==> config.mk <==
export PLATFORM = sky130hd
export DESIGN_NAME = mac_feed_sequencer
export DESIGN_NICKNAME = d
export VERILOG_FILES = /design/src/rtl/mac_feed_sequencer_pkg.sv /design/src/rtl/mac_feed_sequencer.sv
export SDC_FILE = /design/constraint.sdc
export NUM_CORES = 1
export LEC_CHECK = 0
export BUFFER_PORTS_ARGS = -buffer_cell sky130_fd_sc_hd__buf_2
export CAP_MARGIN = 20
export CORE_MARGIN = 5
export CORE_UTILIZATION = 50
export CTS_CLUSTER_SIZE = 25
export DETAILED_ROUTE_END_ITERATION = 16
export GPL_ROUTABILITY_DRIVEN = 0
export PLACE_DENSITY = 0.89
export SLEW_MARGIN = 20
export SYNTH_ARGS = -nofsm -noshare
export SYNTH_HDL_FRONTEND = slang
export SYNTH_SLANG_ARGS = --single-unit
==> constraint.sdc <==
create_clock -name clk -period 3.6 [get_ports clk]
set_clock_uncertainty 0.1 [all_clocks]
set_input_delay 0.18 -clock clk [delete_from_list [all_inputs] [get_ports clk]]
set_output_delay 0.18 -clock clk [all_outputs]
set_load 0.01 [all_outputs]
==> src/rtl/mac_feed_sequencer_pkg.sv <==
// Shared definitions for the MAC feed sequencer: fixed-point operand types,
// array geometry and the sequencer state encoding.
package mac_feed_sequencer_pkg;

  localparam int NU_COUNT = 4;
  localparam int Q_INT    = 8;
  localparam int Q_FRAC   = 8;
  localparam int Q_W      = Q_INT + Q_FRAC;
  localparam int ADDR_W   = 10;

  typedef logic [Q_INT-1:-Q_FRAC] fixed_t;
  typedef fixed_t [NU_COUNT-1:0]  fixed_vec_t;

  typedef enum logic [1:0] {
    IDLE,
    CLEAR,
    STREAM,
    DONE
  } seq_state_t;

endpackage

==> src/rtl/mac_feed_sequencer.sv <==
// Operand producer for the MAC array. It clears the accumulators, then streams
// in_len activations (broadcast) together with one weight row per element
// from two synchronous RAMs, using valid/ready flow control. The RAM output
// is presented directly on the cycle it arrives and captured into a hold
// register so the beat stays stable while the array stalls.
module mac_feed_sequencer
  import mac_feed_sequencer_pkg::*;
(
  input  logic                    clk,
  input  logic                    reset,
  input  logic                    start,
  input  logic [ADDR_W-1:0]       in_len,
  input  logic [ADDR_W-1:0]       x_base,
  input  logic [ADDR_W-1:0]       w_base,
  output logic                    x_rd_en,
  output logic [ADDR_W-1:0]       x_rd_addr,
  input  logic [Q_W-1:0]          x_rd_data,
  output logic                    w_rd_en,
  output logic [ADDR_W-1:0]       w_rd_addr,
  input  logic [NU_COUNT*Q_W-1:0] w_rd_data,
  output logic                    mac_clr,
  output logic                    mac_valid,
  input  logic                    mac_ready,
  output logic [Q_W-1:0]          mac_x,
  output logic [NU_COUNT*Q_W-1:0] mac_w,
  output logic                    mac_last,
  output logic                    busy,
  output logic                    done
);

  seq_state_t        state;
  logic [ADDR_W-1:0] len_q;
  logic [ADDR_W-1:0] x_base_q;
  logic [ADDR_W-1:0] w_base_q;
  logic [ADDR_W-1:0] issue_cnt;
  logic [ADDR_W-1:0] accept_cnt;
  logic              fresh_q;
  fixed_t            x_hold;
  fixed_vec_t        w_hold;
  logic              rd_en;
  logic              accept;

  // Read issue only when the output stage frees up this cycle, plus operand muxing between fresh RAM data and the held beat
  always_comb begin
    rd_en     = (state == STREAM) && (issue_cnt < len_q) && (!mac_valid || mac_ready);
    accept    = mac_valid && mac_ready;
    mac_last  = mac_valid && (accept_cnt == len_q - ADDR_W'(1));
    x_rd_en   = rd_en;
    w_rd_en   = rd_en;
    x_rd_addr = '0;
    w_rd_addr = '0;
    if (rd_en) begin
      x_rd_addr = x_base_q + issue_cnt;
      w_rd_addr = w_base_q + issue_cnt;
    end
    mac_x = fresh_q ? x_rd_data : x_hold;
    mac_w = fresh_q ? w_rd_data : w_hold;
  end

  // Sequencer state, counters, valid flag and registered control pulses
  always_ff @(posedge clk) begin
    if (!reset) begin
      state      <= IDLE;
      len_q      <= '0;
      x_base_q   <= '0;
      w_base_q   <= '0;
      issue_cnt  <= '0;
      accept_cnt <= '0;
      fresh_q    <= 1'b0;
      x_hold     <= '0;
      w_hold     <= '0;
      mac_valid  <= 1'b0;
      mac_clr    <= 1'b0;
      busy       <= 1'b0;
      done       <= 1'b0;
    end else begin
      mac_clr <= 1'b0;
      done    <= 1'b0;
      fresh_q <= rd_en;

      if (fresh_q) begin
        x_hold <= x_rd_data;
        w_hold <= w_rd_data;
      end

      if (rd_en) begin
        mac_valid <= 1'b1;
        issue_cnt <= issue_cnt + ADDR_W'(1);
      end else if (accept) begin
        mac_valid <= 1'b0;
      end

      if (accept) begin
        accept_cnt <= accept_cnt + ADDR_W'(1);
      end

      case (state)
        IDLE: begin
          if (start) begin
            if (in_len != '0) begin
              state      <= CLEAR;
              len_q      <= in_len;
              x_base_q   <= x_base;
              w_base_q   <= w_base;
              issue_cnt  <= '0;
              accept_cnt <= '0;
              mac_clr    <= 1'b1;
              busy       <= 1'b1;
            end else begin
              state <= DONE;
              done  <= 1'b1;
            end
          end
        end
        CLEAR: begin
          state <= STREAM;
        end
        STREAM: begin
          if (accept && mac_last) begin
            state <= DONE;
            busy  <= 1'b0;
            done  <= 1'b1;
          end
        end
        DONE: begin
          state <= IDLE;
        end
        default: begin
          state <= IDLE;
        end
      endcase
    end
  end

endmodule

==> results.cfg, run 1 <==
[cells_and_area]
fillers = 1001
final_nets = 1118
drive_gt1_frac = 0.352
syn_to_final_growth_pct = 32.0

[worst_setup_path]
cp_max_fo = 19
startpoint = len_q[7]
r2r-start = len_q[7]
cp-start-kind = flip-flop
cp-end-kind = output pin
path_class = flip-flop to output pin
cp.arrival_ps = 2930
cp_data_required_time_ps = 3320
worst-r2r-cell-count = 9

[pwr]
seqPwrFrac = 0.364
combPwrFrac = 0.294
pwr_density_cell_mw_per_mm2 = 536
swShare = 0.317
power_mw = 4.84
p_clk_frac = 0.342
p_leak_nw = 4.39
p_int_mw = 3.31
netSwitchingPower_mw = 1.54
peakVddDrop_v = 0.000441

[timing]
hold_violations = 0
worst_pin_slew_ps = 1010
max_freq_mhz = 311
fin_ws_ps = 389
rsz0062_at_grt = no
fin_crit_ps = 3210
tns_ps = 0
timing.hold.ws_ps = 17.1
slew_headroom = 0.325
setup_viol = 0
finalCritPeriodShare = 0.892
drv_slew = 0

[synthesis]
synth-edff-count = 0
netlist_area_mm2 = 0.00685
yosysWarnings = 0
synth_top_area_cell = dfxtp_1
avgSynthCellArea_um2 = 9.47
synthTopCellsByCount = 137 x dfxtp_1, 89 x and2_1, 80 x mux2_2, 78 x nand2_1, 39 x nor2_1
ys_ff_latch = 137
yosysMostFrequentCell = dfxtp_1
synthArstFlopShare = 0
netlist_instances = 723
ys_types = 60
yosys.area.top_type_share = 0.400
yosys_most_used_dff = dfxtp_1
seq_area_frac_synth = 0.400
netlist_top_cells_area = dfxtp_1 40%, mux2_2 13%, and2_1 8.1%, ha_1 5.8%, nand2_1 4.3%
synth_nets = 871

[global_route]
grt_usage = 0.236
grt_pass1_vias = 6097
grt_pass1_wl_mm = 30.6
grt_max_degree = 120
overflow = 0
antenna_found_initial = 0

[cts]
cts_tree = done
h-tree-depth = 4
cts_made_buffers = 17
cts_root_buf = clkbuf_16
clock_latency_ps = 420
clockBufferDepth = 2
cts.sinks = 137
clk_pin_slew_ps = 60

[hold_path]
min_path_type = input port to flip-flop
min-delay-start = w_rd_data[60]
min_path_cells = 3

[floorplan]
ioPinCount = 221
die_y_um = 127
floorplan.die_area_mm2 = 0.0161
start_util = 0.513
num_rows = 42
coreArea_mm2 = 0.0133
die_w_um = 127

[drt]
dr_total_vias = 6150
wl_mm = 19.5
ant_nets = 0
firstDrtPassIters = 4
detailedRoute.firstIterationViolations = 315
drc_errors = 0
wire_per_inst_um = 16.8
viasPerCell = 5.30

[placed_design]
place_ws_ps = 720
port_buffers = 220
hpwl_mm = 13.6

[status]
status = complete, no violations

[run]
drv_cap = 0
-- layout by cell type (no fill, tap or decap), drive strengths merged, types with 4 or more instances in the layout --
| cell | n |
|---|---|
| nor3 | 9 |
| xor2 | 26 |
| xnor2 | 11 |
| buf | 224 |
| o21ai | 17 |
| dfxtp | 137 |
| and3 | 4 |
| nand2 | 78 |
| ha | 32 |
| o21a | 8 |
| a211oi | 4 |
| a21o | 14 |
| a21boi | 31 |
| nor2 | 40 |
| clkbuf | 23 |
| nor2b | 6 |
| mux2 | 80 |
| nand2b | 5 |
| a21oi | 20 |
| clkinv | 4 |
| and2 | 90 |
| nand4 | 9 |
| dlygate4sd3 | 42 |
| nand3 | 8 |
| inv | 19 |
-- cells by family (layout without fill, tap and decap cells) --
group                      count (synthesis)  after routing  share of synthesized area
AOI/OAI and AO/OA                        117            117                      0.123
buffers and inverters                     55            315                     0.0342
other                                      0              1                          0
xor gates and xnor gates                  37             37                     0.0473
DFF                                      137            137                      0.400
and+or+nand+nor                          262            262                      0.198
muxes                                     81             81                      0.133
adders and majority gates                 34             34                     0.0643
-- worst paths after layout --
kind	to	slack, ps
worst max register to register	issue_cnt[9]	910
worst max-delay path	w_rd_addr[9]	390
worst min-delay path	w_hold[60]	20
worst min register to register	w_base_q[0]	380
-- power groups by stage --
stage | logic, mW | clock network, mW | registers [mW]
floorplan | 0.952 | 0 | 1.76
global placement | 1.33 | 0 | 1.78
detailed placement | 1.36 | 0 | 1.79
CTS | 1.41 | 1.68 | 1.76
global route | 1.56 | 1.76 | 1.78
finish | 1.43 | 1.66 | 1.76
-- metrics by stage --
step | cell area, µm² | util | cells
floorplan | 6850 | - | 723
global placement | 8040 | 0.603 | 1085
detailed placement | 8040 | 0.603 | 1085
CTS | 9030 | 0.677 | 1159
global route | 9040 | 0.677 | 1159
finish | 9040 | 0.678 | 1160
-- state kept, by name (all words and copies together), names as in the netlist --
name and count:
x_base_q 10, len_q 10, busy 1, state 2, issue_cnt 10, w_hold 64
x_hold 16, fresh_q 1, mac_clr 1, done 1, w_base_q 10, accept_cnt 10
mac_valid 1
-- timing repair --
action                                 4_1_cts  5_1_grt
hold buffers                                42        0
gates resized for setup                      0        1
setup buffers                                0        0
setup endpoints to repair                    0        2
endpoints found under the hold margin       42        0
-- critical path: stages, from the launching register on --
cell	delay (ps)
dfxtp_1	390
inv_1	60
ha_1	320
a21oi_1	130
nor2b_1	50
o21ai_0	500
o211ai_4	350
inv_1	350
o31a_1	220
buf_2	140
-- layer usage --
| metal | GRT usage | part of all wire | vias to the layer above |
|---|---|---|---|
| li1 | - | - | 2975 |
| met1 | 0.279 | 0.40 | 2908 |
| met2 | 0.413 | 0.50 | 219 |
| met3 | 0.0480 | 0.059 | 48 |
| met4 | 0.106 | 0.033 | 0 |
| met5 | 0 | 0 | - |
-- final cells by class --
type / instances / area (µm²) / share of cell area
flip-flops and latches: 137 / 2740 / 0.303
multi-input cells: 531 / 3880 / 0.429
diodes: 1 / 2.50 / 0.000277
repair buffers: 266 / 1560 / 0.173
well taps: 176 / 220 / 0.0243
clock buffers: 23 / 478 / 0.0529
clock inverters: 9 / 90.1 / 0.00996
inverters: 17 / 63.8 / 0.00706
(Power assumes the default switching activity.)
==> run 2, diff against run 1 <==
--- a/config.mk
+++ b/config.mk
@@ -5,6 +5,7 @@
 export SDC_FILE = /design/constraint.sdc
 export NUM_CORES = 1
 export LEC_CHECK = 0
+export ABC_AREA = 1
 export BUFFER_PORTS_ARGS = -buffer_cell sky130_fd_sc_hd__buf_2
 export CAP_MARGIN = 20
 export CORE_MARGIN = 5
==> results.cfg, run 2 <==
[timing]
rsz0062_at_grt = no
max_freq_mhz = 331
fin_ws_ps = 582
fin_crit_ps = 3020
tns_ps = 0
worst_pin_slew_ps = 893
hold_violations = 0
setup_viol = 0
slew_headroom = 0.404
finalCritPeriodShare = 0.838
drv_slew = 0
timing.hold.ws_ps = 8.88

[worst_setup_path]
path_class = flip-flop to output pin
cp_max_fo = 23
worst-r2r-cell-count = 10
r2r-start = issue_cnt[3]
cp-end-kind = output pin
cp.arrival_ps = 2740
rr_endpoint = issue_cnt[2]
r2r_slack_ps = 1380
cp-start-kind = flip-flop
cp_data_required_time_ps = 3320

[synthesis]
netlist_top_cells_area = dfxtp_1 40%, nand2_1 18%, a21oi_1 8.6%, ha_1 5.9%, inv_1 2.9%
synth_top_area_cell = dfxtp_1
yosysMostFrequentCell = nand2_1
netlist_area_mm2 = 0.00680
synthTopCellsByCount = 331 x nand2_1, 137 x dfxtp_1, 117 x a21oi_1, 53 x inv_1, 41 x nor2_1
avgSynthCellArea_um2 = 7.37
netlist_instances = 923
ys_types = 47
synth_nets = 1071
yosys_most_used_dff = dfxtp_1
yosys.area.top_type_share = 0.403
synthArstFlopShare = 0
yosysWarnings = 0
ys_ff_latch = 137
synth-edff-count = 0
seq_area_frac_synth = 0.403

[drt]
ant_nets = 0
drc_errors = 0
detailedRoute.firstIterationViolations = 556
viasPerCell = 5.38
wire_per_inst_um = 15.9
dr_total_vias = 7698
wl_mm = 22.8
firstDrtPassIters = 5

[placed_design]
hpwl_mm = 13.3
place_ws_ps = 1100
port_buffers = 220
place_area_mm2 = 0.00797

[floorplan]
floorplan.die_area_mm2 = 0.0160
coreArea_mm2 = 0.0133
start_util = 0.511
die_w_um = 127
ioPinCount = 221
num_rows = 42
die_y_um = 127

[hold_path]
min_to = len_q[1]
min_path_type = input port to flip-flop
min-delay-start = in_len[1]
min_path_cells = 3

[cts]
cts_made_buffers = 17
clk_pin_slew_ps = 60
cts_resized = 0
h-tree-depth = 4
cts.sinks = 137
cts_root_buf = clkbuf_16
cts_setup_buffers = 0
cts_hold_buf = 111
clock_latency_ps = 420
clockBufferDepth = 2
cts_tree = done

[cells_and_area]
top_register = w_hold
final_nets = 1389
syn_to_final_growth_pct = 42.9
drive_gt1_frac = 0.254
final_cell_mix = 331 x nand2_1, 220 x buf_2, 136 x dfxtp_1
design_area_mm2 = 0.00972
largest_reg_flops = 64
reg_top3 = w_hold (64), x_hold (16)
final_common_cell = nand2_1

[pwr]
peakVddDrop_v = 0.000347
pwr_density_cell_mw_per_mm2 = 418
p_leak_nw = 4.94

[global_route]
grt_max_degree = 86
antenna_found_initial = 1
grt_pass1_wl_mm = 36.7
grt_usage = 0.281
overflow = 0
grt_pass1_vias = 7711

[status]
status = complete, no violations

[run]
drv_cap = 0
[run 2: cell types whose count changed after synthesis, sizes merged, moves of 19 or more]
cell	change
nand2	+258
a21oi	+103
and2	-90
mux2	-80
inv	+56
a21boi	-30
a22o	+19
nand3	+19
[run 2: power breakdown]
group	leakage [nW]	total (mW)	switching [mW]	internal, mW
sequential	1.11	1.60	0.0350	1.57
clock	0.301	1.88	0.695	1.19
combinational	3.53	0.586	0.325	0.261
total	4.94	4.07	1.05	3.01
[run 2: worst max-delay path by stage]
stage	from	slack, ps	depth (start not counted)	to
6_report	issue_cnt[3]	580	11	x_rd_addr[2]
5_1_grt	issue_cnt[0]	360	13	w_rd_addr[8]
4_1_cts	issue_cnt[0]	610	13	w_rd_addr[8]
3_5_place_dp	issue_cnt[0]	1100	13	w_rd_addr[8]
3_3_place_gp	issue_cnt[0]	1160	13	w_rd_addr[8]
2_1_floorplan	issue_cnt[0]	1400	12	x_rd_addr[8]
[run 2: routing by layer]
layer  routed length [µm]  vias up  part of all wire  track usage
li1                     -     3657                 -            -
met1                 8580     3537              0.38        0.302
met2                11500      395              0.50        0.493
met3                 1550      109             0.068       0.0694
met4                 1240        0             0.054        0.174
met5                    0        -                 0            0
[run 2: worst max-delay path, stage by stage (launching register included)]
cell and delay [ps]:
dfxtp_1 490, ha_1 310, a21oi_1 160, o21ai_1 90, nand2_1 70, nand2_1 40
a21oi_1 120, nand3_1 120, inv_2 300, o21ai_0 210, a21oi_1 220, buf_2 170
[run 2: kinds of logic (layout without fill, tap and decap cells)]
family | after synthesis | in the layout | share of synthesized area
xor+xnor | 15 | 15 | 0.0193
flops | 137 | 137 | 0.403
simple gates | 437 | 437 | 0.278
other cells | 0 | 1 | 0
buf+inv | 111 | 442 | 0.0690
compound gates | 189 | 189 | 0.165
fa+ha+maj | 34 | 34 | 0.0648
[run 2: layout make-up]
class | instances | area, µm²
Clock buffer | 19 | 443
Multi-Input combinational cell | 675 | 3590
Clock inverter | 13 | 191
Tap cell | 176 | 220
Timing Repair Buffer | 336 | 2250
Sequential cell | 137 | 2740
Fill cell | 897 | 3580
Antenna cell | 1 | 2.50
Inverter | 74 | 280
[run 2: per-stage QoR]
stage	util	total power [mW]	std cells
5_1_grt	0.731	4.22	1431
3_3_place_gp	0.599	2.08	1287
6_report	0.731	4.07	1431
2_1_floorplan	-	1.95	923
3_5_place_dp	0.599	2.10	1287
4_1_cts	0.731	4.06	1430
==> run 3, diff against run 2 <==
--- a/config.mk
+++ b/config.mk
@@ -5,15 +5,15 @@
 export SDC_FILE = /design/constraint.sdc
 export NUM_CORES = 1
 export LEC_CHECK = 0
-export ABC_AREA = 1
+export ABC_AREA = 0
 export BUFFER_PORTS_ARGS = -buffer_cell sky130_fd_sc_hd__buf_2
 export CAP_MARGIN = 20
 export CORE_MARGIN = 5
-export CORE_UTILIZATION = 50
+export CORE_UTILIZATION = 46
 export CTS_CLUSTER_SIZE = 25
 export DETAILED_ROUTE_END_ITERATION = 16
 export GPL_ROUTABILITY_DRIVEN = 0
-export PLACE_DENSITY = 0.89
+export PLACE_DENSITY = 0.86
 export SLEW_MARGIN = 20
 export SYNTH_ARGS = -nofsm -noshare
 export SYNTH_HDL_FRONTEND = slang
==> constraint.sdc (replaced) <==
create_clock -name clk -period 2.5 [get_ports clk]
set_clock_uncertainty 0.1 [all_clocks]
set_input_delay 0.125 -clock clk [delete_from_list [all_inputs] [get_ports clk]]
set_output_delay 0.125 -clock clk [all_outputs]
set_load 0.01 [all_outputs]
==> results.cfg, run 3 (synthesis results as in run 1) <==
[timing]
finalCritPeriodShare = 1.11
timing.hold.ws_ps = 79.5
drv_slew = 0
fin_ws_ps = -266
fin_crit_ps = 2770
setup_viol = 9
slew_headroom = 0.624
worst_pin_slew_ps = 564
rsz0062_at_grt = yes
hold_violations = 0
max_freq_mhz = 362

[placed_design]
port_buffers = 220
place_area_mm2 = 0.00822
place_ws_ps = 59.4
hpwl_mm = 13.4

[floorplan]
start_util = 0.469
floorplan.die_area_mm2 = 0.0174
die_w_um = 132
num_rows = 44
die_y_um = 132
coreArea_mm2 = 0.0146
ioPinCount = 221

[run]
drv_cap = 0

[worst_setup_path]
cp-start-kind = flip-flop
cp_data_required_time_ps = 2280
cp_slowest_stage_delay_ps = 360
cp-end-kind = output pin
cp_cell_sequence = ha_4 > fa_2 > a21o_1 > a21oi_2 > nor2b_1 > o21a_1 > o41ai_2 > xor2_1 > nor2_1 > buf_2
path_class = flip-flop to output pin
cp.arrival_ps = 2540
r2r_slack_ps = 90
cp_slowest_cell = dfxtp_4
cp_max_fo = 3

[drt]
routed-wl-met3_mm = 1.35
top_layer = met4
viasPerCell = 5.31
firstDrtPassIters = 5
drc_errors = 0
ant_nets = 0
wl_mm = 23.5
wl_met2_mm = 12.3
wl_met1_mm = 8.90
wire_per_inst_um = 18.5
dr_total_vias = 6741
detailedRoute.firstIterationViolations = 448

[cts]
cts.sinks = 137
clk_pin_slew_ps = 60
clockBufferDepth = 2
h-tree-depth = 4
cts_made_buffers = 17
cts_root_buf = clkbuf_16
clock_latency_ps = 410
cts_tree = done

[status]
status = complete, but fails checks
violations = setup timing

[cells_and_area]
final_nets = 1216
drive_gt1_frac = 0.398
design_area_mm2 = 0.0103
top_register = w_hold
final_common_cell = buf_2
seqCellArea_mm2 = 0.00278
fin_util = 0.707
syn_to_final_growth_pct = 50.6
fillers = 970
multiInputGateArea_mm2 = 0.00407
reg_top3 = w_hold (64), x_hold (16)
final_cell_mix = 217 x buf_2, 121 x dfxtp_1, 111 x dlygate4sd3_1
largest_reg_flops = 64

[pwr]
p_leak_nw = 4.88
peakVddDrop_v = 0.000515
pwr_density_cell_mw_per_mm2 = 733

[global_route]
grt_pass1_wl_mm = 35.5
grt_pass1_vias = 6682
antenna_found_initial = 4
grt_usage = 0.251
grt_max_degree = 75
overflow = 0

[hold_path]
min_path_type = input port to flip-flop
[run 3: timing repair]
| action | in CTS | in global routing |
|---|---|---|
| resized for setup | 29 | 53 |
| hold endpoints to repair | 111 | 0 |
| hold buffers | 111 | 0 |
| endpoints found under the setup margin | 23 | 24 |
| pin swaps | 7 | 23 |
| buffers inserted | 4 | 8 |
[run 3: power breakdown]
part           total [mW]  leakage (nW)  internal (mW)  switching [mW]
registers            2.56          1.12           2.41           0.151
clock network        2.55         0.285           1.57           0.982
logic                2.45          3.48           1.16            1.29
[run 3: per-stage QoR]
step,cells,total power [mW],TNS (ps)
3_5_place_dp,1110,4.59,0
4_1_cts,1257,7.32,-858
2_1_floorplan,723,3.91,0
6_report,1269,7.56,-935
3_3_place_gp,1110,4.53,0
5_1_grt,1269,7.90,-2040
[run 3: final timing paths]
check,start,end,cells after the start
worst max register to register,issue_cnt[0],issue_cnt[8],10
worst min register to register,w_base_q[4],w_base_q[4],2
worst min-delay path,w_rd_data[11],w_hold[11],3
worst max-delay path,issue_cnt[0],x_rd_addr[8],10
[run 3: layer usage]
metal	global-route usage	vias up
met5	0	-
met2	0.447	293
met3	0.0641	92
met1	0.283	3190
li1	-	3166
met4	0.109	0
[run 3: final cells by class]
| type | instances | share of cell area |
|---|---|---|
| repair buffers | 364 | 0.247 |
| clock inverters | 15 | 0.0170 |
| diodes | 4 | 0.000971 |
| flip-flops and latches | 137 | 0.269 |
| clock buffers | 17 | 0.0413 |
| well taps | 184 | 0.0223 |
| inverters | 17 | 0.00716 |
| multi-input cells | 531 | 0.395 |
[run 3: worst max-delay path: cells and delay by family, from the launching register on]
family / cells / cell delay (ps)
flip-flops: 1 / 360
XOR/XNOR: 1 / 180
AO/OA/AOI/OAI: 4 / 790
buffers and inverters: 1 / 130
adder cells (fa/ha/maj): 2 / 530
AND/OR/NAND/NOR: 2 / 130
